## config.mk

```make
export PLATFORM = sky130hd
export DESIGN_NAME = debug_exec_ctrl
export DESIGN_NICKNAME = d
export VERILOG_FILES = /design/src/rtl/debug_exec_ctrl.sv
export SDC_FILE = /design/constraint.sdc
export NUM_CORES = 1
export LEC_CHECK = 0
export CAP_MARGIN = 10
export CORE_MARGIN = 5
export CORE_UTILIZATION = 31
export CTS_BUF_LIST = sky130_fd_sc_hd__clkbuf_8 sky130_fd_sc_hd__clkbuf_16
export DETAILED_ROUTE_END_ITERATION = 8
export GPL_ROUTABILITY_DRIVEN = 0
export PLACE_DENSITY_LB_ADDON = 0.1
export SYNTH_ARGS = -nofsm -noshare
export SYNTH_HDL_FRONTEND = slang
export SYNTH_SLANG_ARGS = --single-unit
```

## constraint.sdc

```tcl
create_clock -name i_clock -period 2.35 [get_ports i_clock]
set_clock_uncertainty 0.15 [all_clocks]
set_input_delay 0.47 -clock i_clock [delete_from_list [all_inputs] [get_ports i_clock]]
set_output_delay 0.47 -clock i_clock [all_outputs]
set_load 0.05 [all_outputs]
```

## src/rtl/debug_exec_ctrl.sv

```systemverilog
// debug_exec_ctrl: UART-driven load/run/step controller for the MIPS pipeline (optional watchdog: CYCLE_LIMIT_EN)
module debug_exec_ctrl #(
    parameter int NB_DATA = 32,
    parameter int NB_BYTE = 8,
    parameter int NB_ADDR = 10,
    parameter logic [NB_DATA-1:0] HALT_INSTR = 32'hFFFF_FFFF
`ifdef CYCLE_LIMIT_EN
    ,
    parameter logic [NB_DATA-1:0] MAX_CYCLES = 32'd1024
`endif
) (
    input  logic               i_clock,
    input  logic               i_reset,
    input  logic [NB_BYTE-1:0] i_rx_data,
    input  logic               i_rx_done,
    input  logic [NB_DATA-1:0] i_instruction,
    output logic               o_valid,
    output logic               o_pipe_reset,
    output logic               o_imem_wr_en,
    output logic [NB_ADDR-1:0] o_imem_wr_addr,
    output logic [NB_DATA-1:0] o_imem_wr_data,
    output logic               o_halted,
    output logic               o_load_ovf,
    output logic [NB_DATA-1:0] o_cycle_count,
`ifdef CYCLE_LIMIT_EN
    output logic               o_timeout,
`endif
    output logic [2:0]         o_state
);
    localparam logic [2:0] S_IDLE = 3'd0;
    localparam logic [2:0] S_LOAD = 3'd1;
    localparam logic [2:0] S_RUN  = 3'd2;
    localparam logic [2:0] S_STEP = 3'd3;
    localparam logic [2:0] S_DONE = 3'd4;
    localparam logic [NB_BYTE-1:0] CMD_L = 8'h4C;
    localparam logic [NB_BYTE-1:0] CMD_C = 8'h43;
    localparam logic [NB_BYTE-1:0] CMD_S = 8'h53;
    localparam logic [NB_BYTE-1:0] CMD_N = 8'h4E;
    localparam logic [NB_BYTE-1:0] CMD_E = 8'h45;
    localparam logic [NB_BYTE-1:0] CMD_R = 8'h52;

    logic [2:0]         state_q, state_d;
    logic               valid_q, valid_d;
    logic               pipe_reset_q, pipe_reset_d;
    logic               halted_q, halted_d;
    logic               ovf_q, ovf_d;
    logic               wr_en_q, wr_en_d;
    logic [NB_ADDR-1:0] addr_q, addr_d;
    logic [NB_DATA-1:0] data_q, data_d;
    logic [NB_DATA-1:0] count_q, count_d, count_inc;
    logic [1:0]         nbyte_q, nbyte_d;
    logic [NB_DATA-1:0] word;
    logic rx_l, rx_c, rx_s, rx_n, rx_e, rx_r;
    logic load_start, start, abort, halt_hit, word_done, timeout_hit;

    assign rx_l = i_rx_done && i_rx_data == CMD_L;
    assign rx_c = i_rx_done && i_rx_data == CMD_C;
    assign rx_s = i_rx_done && i_rx_data == CMD_S;
    assign rx_n = i_rx_done && i_rx_data == CMD_N;
    assign rx_e = i_rx_done && i_rx_data == CMD_E;
    assign rx_r = i_rx_done && i_rx_data == CMD_R;

    assign load_start = state_q == S_IDLE && rx_l;
    assign start      = (state_q == S_IDLE || state_q == S_DONE) && (rx_c || rx_s);
    assign abort      = rx_r && state_q inside {S_RUN, S_STEP, S_DONE};
    assign halt_hit   = state_q inside {S_RUN, S_STEP} && valid_q && i_instruction == HALT_INSTR;
    assign word       = {data_q[NB_DATA-NB_BYTE-1:0], i_rx_data};
    assign word_done  = state_q == S_LOAD && i_rx_done && nbyte_q == 2'd3;
    assign count_inc  = (valid_q && count_q != '1) ? count_q + NB_DATA'(1) : count_q;

`ifdef CYCLE_LIMIT_EN
    logic timeout_q, timeout_d;
    assign timeout_hit = state_q == S_RUN && valid_q && count_inc == MAX_CYCLES;
    assign timeout_d   = start ? 1'b0 : (timeout_hit && !halt_hit && !abort) || timeout_q;
    always_ff @(posedge i_clock) begin
        if (i_reset) timeout_q <= 1'b0;
        else timeout_q <= timeout_d;
    end
    assign o_timeout = timeout_q;
`else
    assign timeout_hit = 1'b0;
`endif

    always_ff @(posedge i_clock) begin
        if (i_reset) state_q <= S_IDLE;
        else state_q <= state_d;
    end

    always_comb begin
        state_d = state_q;
        case (state_q)
            S_IDLE:  state_d = rx_l ? S_LOAD : rx_c ? S_RUN : rx_s ? S_STEP : S_IDLE;
            S_LOAD:  state_d = (word_done && word == HALT_INSTR) ? S_IDLE : S_LOAD;
            S_RUN:   state_d = abort ? S_IDLE : (halt_hit || timeout_hit) ? S_DONE : S_RUN;
            S_STEP:  state_d = abort ? S_IDLE : halt_hit ? S_DONE : rx_e ? S_IDLE : S_STEP;
            S_DONE:  state_d = abort ? S_IDLE : rx_c ? S_RUN : rx_s ? S_STEP : S_DONE;
            default: state_d = S_IDLE;
        endcase
    end

    // A step pulse only launches from a quiet cycle, so a repeated 'N' during the pulse is dropped
    always_comb begin
        valid_d      = state_d == S_RUN || (state_q == S_STEP && state_d == S_STEP && rx_n && !valid_q);
        pipe_reset_d = abort;
        halted_d     = start ? 1'b0 : (halt_hit && !abort) || halted_q;
        count_d      = start ? '0 : count_inc;
        nbyte_d      = load_start ? 2'd0 : (state_q == S_LOAD && i_rx_done) ? nbyte_q + 2'd1 : nbyte_q;
        data_d       = (state_q == S_LOAD && i_rx_done) ? word : data_q;
        wr_en_d      = word_done;
        addr_d       = load_start ? '0 : wr_en_q ? addr_q + NB_ADDR'(1) : addr_q;
        ovf_d        = load_start ? 1'b0 : (wr_en_q && addr_q == '1) || ovf_q;
    end

    always_ff @(posedge i_clock) begin
        if (i_reset) begin
            valid_q      <= 1'b0;
            pipe_reset_q <= 1'b0;
            halted_q     <= 1'b0;
            ovf_q        <= 1'b0;
            wr_en_q      <= 1'b0;
            addr_q       <= '0;
            data_q       <= '0;
            count_q      <= '0;
            nbyte_q      <= 2'd0;
        end else begin
            valid_q      <= valid_d;
            pipe_reset_q <= pipe_reset_d;
            halted_q     <= halted_d;
            ovf_q        <= ovf_d;
            wr_en_q      <= wr_en_d;
            addr_q       <= addr_d;
            data_q       <= data_d;
            count_q      <= count_d;
            nbyte_q      <= nbyte_d;
        end
    end

    assign o_valid        = valid_q;
    assign o_pipe_reset   = pipe_reset_q;
    assign o_imem_wr_en   = wr_en_q;
    assign o_imem_wr_addr = addr_q;
    assign o_imem_wr_data = data_q;
    assign o_halted       = halted_q;
    assign o_load_ovf     = ovf_q;
    assign o_cycle_count  = count_q;
    assign o_state        = state_q;
endmodule
```

== Word-level counts from Yosys, hierarchy flattened ==
Index checks and enable logic that the tools add are counted.

* Word-level logic and storage cells: 75
* Bits of input ports: 43
* Register bits after elaboration: 84
* Output and inout bits: 82

* Add/subtract/negate cells: 3
* Eq/ne operators: 17
* Reductions and logical operators: 32
* Mux-type cells: 13

{| class="wikitable"
|+ Operators by type and width
! kind !! number
|-
| $eq A32 B32 Y1 const B || 2
|-
| $eq A8 B7 Y1 const B || 6
|-
| $add A32 B1 Y32 const B || 1
|-
| $ne A32 B32 Y1 const B || 1
|-
| $mux W3 || 7
|-
| $logic_and A1 B1 Y1 || 20
|-
| $pmux W3 S5 || 1
|-
| $eq A3 B2 Y1 const B || 4
|-
| $add A10 B1 Y10 const B || 1
|-
| $eq A10 B10 Y1 const B || 1
|-
| $mux W2 || 4
|-
| $logic_or A1 B1 Y1 || 5
|-
| $reduce_or A2 Y1 || 2
|-
| $eq A3 B1 Y1 const B || 1
|-
| $eq A3 B3 Y1 const B || 1
|-
| $logic_not A3 Y1 || 1
|-
| $reduce_bool A3 Y1 || 1
|-
| $add A2 B1 Y2 const B || 1
|-
| $eq A2 B2 Y1 const B || 1
|-
| $logic_not A1 Y1 || 2
|-
| $reduce_bool A2 Y1 || 1
|-
| $mux W1 || 1
|}

== Longest topological paths before layout ==
Gate-level depths: netlist (run 1).

* Word-level depth: 12
* Depth in mapped cells: 8
* Gate-level depth less buffers: 7

== Worst setup path before layout (run 1) ==
No wires, ideal clock.

* Path kind: register to register
* From: register count_q[21] (netlist: o_cycle_count[21])
* To: register count_q[31] (netlist: o_cycle_count[31])
* Period minus slack after synthesis: 2418 ps
* Path slack: -68 ps
* Setup time: 128 ps
* Cell stages (with the launch flop): 8
* Path buffers: 1
* Data arrival time: 2140 ps
* Data required time: 2072 ps
* Cell sequence: dfxtp_1 nand4_2 or2_1 or4_1 buf_2 nand4_1 xor2_1 nor2_1

* Cells in the longest elaborated chain, start to end: 2
* Elaborated cells between the ends (all ways): 3
* Classes of those cells: 1 x add/sub; 1 x eq/ne; 1 x reduce/logical

{| class="wikitable"
|+ RTL lines
! item !! RTL line !! RTL
|-
| start, declared || 50 || <nowiki>logic [NB_DATA-1:0] count_q, count_d, count_inc;</nowiki>
|-
| start signal, assigned || 133 || <nowiki>count_q <= count_d;</nowiki>
|-
| branches (longest 2 deep; another with $add A32 B1 Y32) || -- ||
|}

Parallel ways; which one is timed is not known.
A chain may end at the register's enable or synchronous reset.

== Worst setup path in the final report (run 1) ==
* From: input i_rx_data[5]
* To: register state_q[0] (netlist: o_state[0])

* Cells in the longest elaborated chain, start to end: 6
* Elaborated cells between the ends (all ways): 25
* Classes of those cells: 6 x eq/ne; 12 x mux; 7 x reduce/logical

{| class="wikitable"
|+ RTL lines
! item !! RTL line !! RTL
|-
| start, declared || 14 || <nowiki>input logic [NB_BYTE-1:0] i_rx_data,</nowiki>
|-
| $eq A8 B7 Y1, on equally long branches || 58, 60 ||
|-
| $logic_and A1 B1 Y1, on equally long branches || 58, 60 ||
|-
| $mux W3, or another cell as far along (3 in series) || 96 || <nowiki>S_DONE: state_d = abort ? S_IDLE : rx_c ? S_RUN : rx_s ? S_STEP : S_DONE;</nowiki>
|-
| $pmux W3 S5 (*) || 91 || <nowiki>case (state_q)</nowiki>
|-
| end signal, assigned || 86 || <nowiki>else state_q <= state_d;</nowiki>
|-
| end, declared || 42 || <nowiki>logic [2:0] state_q, state_d;</nowiki>
|}

Mark *: on every way between the ends. The rest lies on a longest branch, timed or not.

==> results of run 1 <==
==> critical path, stage by stage <==
cell and delay [ps]:
clkdlybuf4s50_1 460, and4bb_1 330, nand3_1 120, or4b_1 540, o41ai_2 100, o2111ai_1 200
nor2b_1 160
==> worst min path at each step <==
stage / startpoint / endpoint / slack, ps / cells after the start
3_3_place_gp: nbyte_q[1] / nbyte_q[1] / 290 / 2
3_5_place_dp: o_halted / o_halted / 290 / 2
4_1_cts: o_halted / o_halted / 300 / 2
2_1_floorplan: nbyte_q[1] / nbyte_q[1] / 290 / 2
5_1_grt: o_imem_wr_data[26] / o_imem_wr_data[26] / 330 / 2
6_report: o_halted / o_halted / 300 / 2
==> state kept, by name, summed over array words and instances, names as in the netlist <==
register        cells
o_halted            1
o_valid             1
o_pipe_reset        1
o_cycle_count      32
o_load_ovf          1
o_imem_wr_addr     10
o_imem_wr_en        1
o_imem_wr_data     32
o_state             3
nbyte_q             2
==> kinds of logic after synthesis <==
kind of cell	after synthesis	synth area share
simple gates	261	0.346
flops	84	0.444
compound gates	57	0.0836
xor+xnor	36	0.0833
buf+inv	29	0.0301
fa+ha+maj	3	0.00992
mux	1	0.00264
==> cells in the mapped netlist (2+ instances only) <==
cell	n
a211oi_1	2
a21oi_1	41
and2_1	5
and3_1	9
and4_1	2
buf_1	4
buf_2	4
clkbuf_1	16
dfxtp_1	84
ha_1	3
inv_1	4
nand2_1	86
nand2b_1	3
nand3_1	21
nand4_1	43
nand4b_1	3
nor2_1	51
nor2b_1	3
nor3_1	14
nor4_1	3
nor4_2	4
o21ai_0	3
o21ai_1	2
or3_1	5
or4b_1	2
xnor2_1	10
xor2_1	26
==> power breakdown <==
part           total (mW)  switching (mW)  internal, mW
sequential           1.42        0.000641          1.42
clock                1.48           0.611         0.864
combinational       0.159          0.0666        0.0920
==> per-layer routing <==
metal	up-vias	global-route usage	part of all wire
li1	1943	-	-
met2	77	0.272	0.51
met4	0	0.0368	0.0040
met5	-	0	0
met1	1832	0.202	0.44
met3	2	0.0477	0.046
==> stage by stage <==
stage / TNS (ps) / utilization / area (um2)
detailed placement: -1780 / 0.452 / 5430
CTS: 0 / 0.477 / 5730
global placement: -1620 / 0.452 / 5430
floorplan: 0 / - / 3800
global route: -28.4 / 0.479 / 5750
finish: 0 / 0.479 / 5750
==> area by class of cell <==
cell class / count / area (um2)
Fill cell: 1194 / 6260
Multi-Input combinational cell: 358 / 2000
Inverter: 5 / 18.8
Clock inverter: 6 / 68.8
Clock buffer: 10 / 239
Tap cell: 147 / 184
Sequential cell: 84 / 1690
Timing Repair Buffer: 156 / 1540
==> repair_timing <==
item / in CTS / in global routing
resized for setup: 0 / 3
setup endpoints to repair: 0 / 9
hold buffers: 0 / 0
==> summary.txt, run 1 <==
Clocking
  • H-tree levels: 3
  • Clk slew on worst S/H paths: roughly 60 ps
  • CTS tree: built
  • CTS max path bufs: 2
  • CTS buffer count: 9
  • # clock sinks: 84
  • Root buffer cell: clkbuf_16
  • Clock latency on the worst-skew pair: between 300 and 400 ps
  • Postcts setup bufs: 0

Logic synthesis
  • Cell area after synthesis: roughly 3800 um2
  • Synth Warn #: 0
  • EDFF count, synth: 0
  • Mean Syn Cell Area: ~8.0 um2
  • Synthesis-stage register bit count: 84
  • Area leader, netlist: dfxtp_1
  • Area share of the largest cell type after synthesis: 0.444
  • Top cells by area, synth: dfxtp_1 (44%), nand2_1 (8.5%), nand4_1 (7.1%)
  • Cells after synthesis: 471
  • Asr flop ratio synth: 0
  • Top_reg_cell synth: dfxtp_1
  • Synth unique cells: 45
  • Syn Nets: 517
  • Register area share after synthesis: 0.444

Floorplan
  • Die height: between 100 and 150 um
  • Die area: around 15000 um2
  • Core area: approximately 12000 um2
  • Initial Util: 0.315
  • Top-level I/O count: approximately 130
  • Die Span X: between 100 and 150 um
  • Row cnt: 40

Route
  • Number of antenna-violating nets in the routed design: 0
  • Drt first pass iters: 4
  • Wire per inst: around 15 um
  • Iter 0 DRT Violations: between 200 and 250
  • Final WL: between 10000 and 15000 um
  • DRC: 0
  • Via density: 5.03
  • Via Count: roughly 3900

Global route
  • All-Layer GR Usage: 0.161
  • Overflow after GRT: 0
  • Number of global-route vias before repair: approximately 3800
  • Global-route wire length before repair: ~19000 um
  • Initial antenna violation count: 0
  • Largest net degree at the start of global routing: 35

Placement
  • Buffers added on ports: 124
  • Dpl hpwl: approximately 8500 um
  • Pre-CTS WS: -345 ps
  • Placed Cells incl. Taps: between 700 and 800

Worst setup path
  • Endpoint type of the worst setup path: register
  • Kind of critical path: primary input to register
  • FF-to-FF path depth: 6
  • R2r startpoint: o_cycle_count[18]
  • Worst-path fanout max: 4
  • Crit path DAT: ~2400 ps
  • Req. time, crit path: 2420 ps
  • Crit path from: i_rx_data[5]
  • Critical Path Start Type: primary input
  • Reg2reg end: o_cycle_count[25]
  • Worst setup endpoint: o_state[0]
  • FF-to-FF setup slack: between 200 and 300 ps

STA
  • Slew headroom: 0.621
  • Setup violators final: 0
  • Max-slew violations: 0
  • Min Hold Slack: around 300 ps
  • F_max: roughly 0.43 GHz
  • Crit path time final: about 2300 ps
  • Worst slew pin tran: approximately 570 ps
  • Final worst slack: ~33 ps
  • Final Hold Fails: 0
  • Crit share post-route: 0.986
  • RSZ-0062 raised after global routing: true

Cells and area
  • Fin nets: 660
  • N_diodes: 0
  • Final cell count without fillers: around 770
  • Commonest non-fill, non-tap cell in the layout: clkdlybuf4s50_1
  • Most frequent cells in the layout: clkdlybuf4s50_1 (122), nand2_1 (86), dfxtp_1 (76)
  • Area Overhead vs Synth: 51.8%
  • Layout cells sized above 1: 0.105

Status
  • Status: complete, no violations

Job
  • Maxcap violations: 0

Pwr
  • Leak pwr: between 1.5 and 2 nW
  • Total power draw: between 3 and 4 mW
  • Cell area power density: 532 nW/um2
  • VDD IR-drop max: 379 uV

Worst hold path
  • Min-delay worst type: register to register
No activity file was read; power rests on OpenSTA's default activity.
==> run 2: changes to the inputs <==
- CAP_MARGIN: 10 -> 40
==> results of run 2 <==
Same layout as run 1: the final DEF is identical, and so are final timing and power.
==> run 3: changes to the inputs <==
- CORE_MARGIN: 5 -> default
==> summary.txt, run 3 (synthesis gave the netlist of run 1 again) <==
Floorplan
  • Core area: 11700 um2 (-2.9%)
  • Top-level I/O count: 125 (unchanged)
  • Die area: 12700 um2 (-13%)
  • Die Span X: 113 um (-6.6%)
  • Initial Util: 0.325 (+0.00943)
  • Die height: 113 um (-6.6%)
  • Row cnt: 39 (-2.5%)

Worst setup path
  • Worst setup endpoint: o_state[0]
  • Delay of the slowest cell on the worst path: 540 ps (about the same)
  • FF-to-FF setup slack: 220 ps (-40 ps)
  • Delay-heaviest family, CP: simple AND/OR/NAND/NOR gates
  • Reg2reg end: o_cycle_count[10]
  • Slowest CP cell: or4b_1
  • Stages on worst setup path: 7 (unchanged)
  • Req. time, crit path: 2420 ps (about the same)
  • Crit path from: i_rx_data[7]
  • Critical Path Start Type: primary input
  • Endpoint type of the worst setup path: register
  • CP bufs+invs: 1 (unchanged)
  • CP Cell Sequence: clkdlybuf4s50_1 -> and4bb_1 -> nand3_1 -> or4b_1 -> o41ai_2 -> o2111ai_1 -> nor2b_1
  • Crit path DAT: 2360 ps (-20 ps)
  • FF-to-FF path depth: 9 (+3)
  • Worst-path fanout max: 2 (-2)
  • Kind of critical path: primary input to register
  • R2r startpoint: o_cycle_count[0]

STA
  • Worst slew pin tran: 543 ps (-23.6 ps)
  • Final Hold Fails: 0 (unchanged)
  • Max-slew violations: 0 (unchanged)
  • RSZ-0062 raised after global routing: false
  • Min Hold Slack: 307 ps (+6.72 ps)
  • Setup violators final: 0 (unchanged)
  • Crit path time final: 2290 ps (-29.3 ps)
  • Slew headroom: 0.637 (+0.0158)
  • F_max: 0.437 GHz (+1.3%)
  • Crit share post-route: 0.973 (-0.0125)

Pwr
  • VDD IR-drop max: 401 uV (+5.8%)
  • Total power draw: 2.99 mW (-2.2%)
  • Leak pwr: 1.94 nW (-1.6%)
  • Cell area power density: 525 nW/um2 (-1.2%)

Global route
  • Number of global-route vias before repair: 3749 (-0.48%)
  • Met3 GRT Util: 0.0599 (+0.0122)
  • Met2 usage: 0.298 (+0.0260)
  • GRT busiest layer: met2
  • Initial antenna violation count: 0 (unchanged)
  • Overflow after GRT: 0 (unchanged)
  • Largest net degree at the start of global routing: 35 (unchanged)
  • All-Layer GR Usage: 0.177 (+0.0159)
  • Global-route wire length before repair: 17800 um (-6.2%)
  • Met1 usage: 0.209 (+0.00681)

Clocking
  • Postcts setup bufs: 0 (unchanged)
  • H-tree levels: 3 (unchanged)
  • CTS tree: built
  • Clk slew on worst S/H paths: 60 ps (about the same)
  • CTS max path bufs: 2 (unchanged)
  • # clock sinks: 84 (unchanged)
  • Clock latency on the worst-skew pair: 340 ps (about the same)
  • CTS buffer count: 9 (unchanged)
  • Root buffer cell: clkbuf_16

Status
  • Status: complete, no violations

Route
  • DRC: 0 (unchanged)
  • Drt first pass iters: 4 (unchanged)
  • Wire per inst: 14.3 um (-4.7%)
  • Via Count: 3828 (-0.67%)
  • Iter 0 DRT Violations: 196 (-20%)
  • Number of antenna-violating nets in the routed design: 0 (unchanged)
  • Via density: 5.04 (+0.24%)
  • Final WL: 10800 um (-5.5%)

Cells and area
  • Most frequent cells in the layout: clkdlybuf4s50_1 (122), nand2_1 (86), dfxtp_1 (76)
  • Area Overhead vs Synth: 50.4%
  • N_diodes: 0 (unchanged)
  • Final Cell Area: 5690 um2 (-0.94%)
  • Commonest non-fill, non-tap cell in the layout: clkdlybuf4s50_1
  • Layout cells sized above 1: 0.0990 (-0.00598)
  • Fin nets: 657 (-0.45%)

Placement
  • Placed cell area: 5390 um2 (-0.74%)
  • Buffers added on ports: 124 (unchanged)
  • Dpl hpwl: 8100 um (-5.1%)

Job
  • Maxcap violations: 0 (unchanged)

Worst hold path
  • Min-delay worst type: register to register
  • Hold Path Depth: 2 (unchanged)
run 3: layer usage:
metal / vias up / routed length [um] / part of all wire
met2: 85 / 5250 / 0.48
met4: 0 / 176 / 0.016
li1: 1939 / - / -
met3: 17 / 516 / 0.048
met5: - / 0 / 0
met1: 1787 / 4890 / 0.45
run 3: layout make-up:
type,count,area (um2)
Fill cell,1130,5970
Multi-Input combinational cell,358,2000
Sequential cell,84,1690
Timing Repair Buffer,153,1510
Clock buffer,9,225
Tap cell,143,179
Clock inverter,7,68.8
Inverter,5,18.8
run 3: worst min path at each step:
stage,endpoint,from
2_1_floorplan,nbyte_q[1],nbyte_q[1]
3_3_place_gp,nbyte_q[1],nbyte_q[1]
3_5_place_dp,o_imem_wr_data[24],o_imem_wr_data[24]
4_1_cts,o_imem_wr_data[24],o_imem_wr_data[24]
5_1_grt,o_imem_wr_data[31],o_imem_wr_data[31]
6_report,o_imem_wr_data[24],o_imem_wr_data[24]
run 3: timing repair:
item / 4_1_cts / 5_1_grt
gates resized for setup: 0 / 3
hold endpoints to repair: 0 / 0
hold buffers: 0 / 0
endpoints found under the setup margin: 0 / 4
run 3: stage by stage:
step / setup slack (ps) / utilization / std cells / TNS [ps]
floorplan: 1.28 / - / 471 / 0
global placement: -258 / 0.462 / 743 / -628
detailed placement: -363 / 0.462 / 743 / -1060
CTS: 19.5 / 0.487 / 759 / 0
global route: 32.3 / 0.488 / 759 / 0
finish: 62.8 / 0.488 / 759 / 0
run 3: where the power goes:
group	internal [mW]	switching [mW]	leakage, nW
sequential	1.42	0.000716	0.680
combinational	0.0916	0.0656	1.11
clock	0.819	0.591	0.147
total	2.33	0.657	1.94
run 3: worst min-delay path, stage by stage, from the launching register on:
cell and delay [ps]:
dfxtp_1 310, nand2_1 50, a21oi_1 50
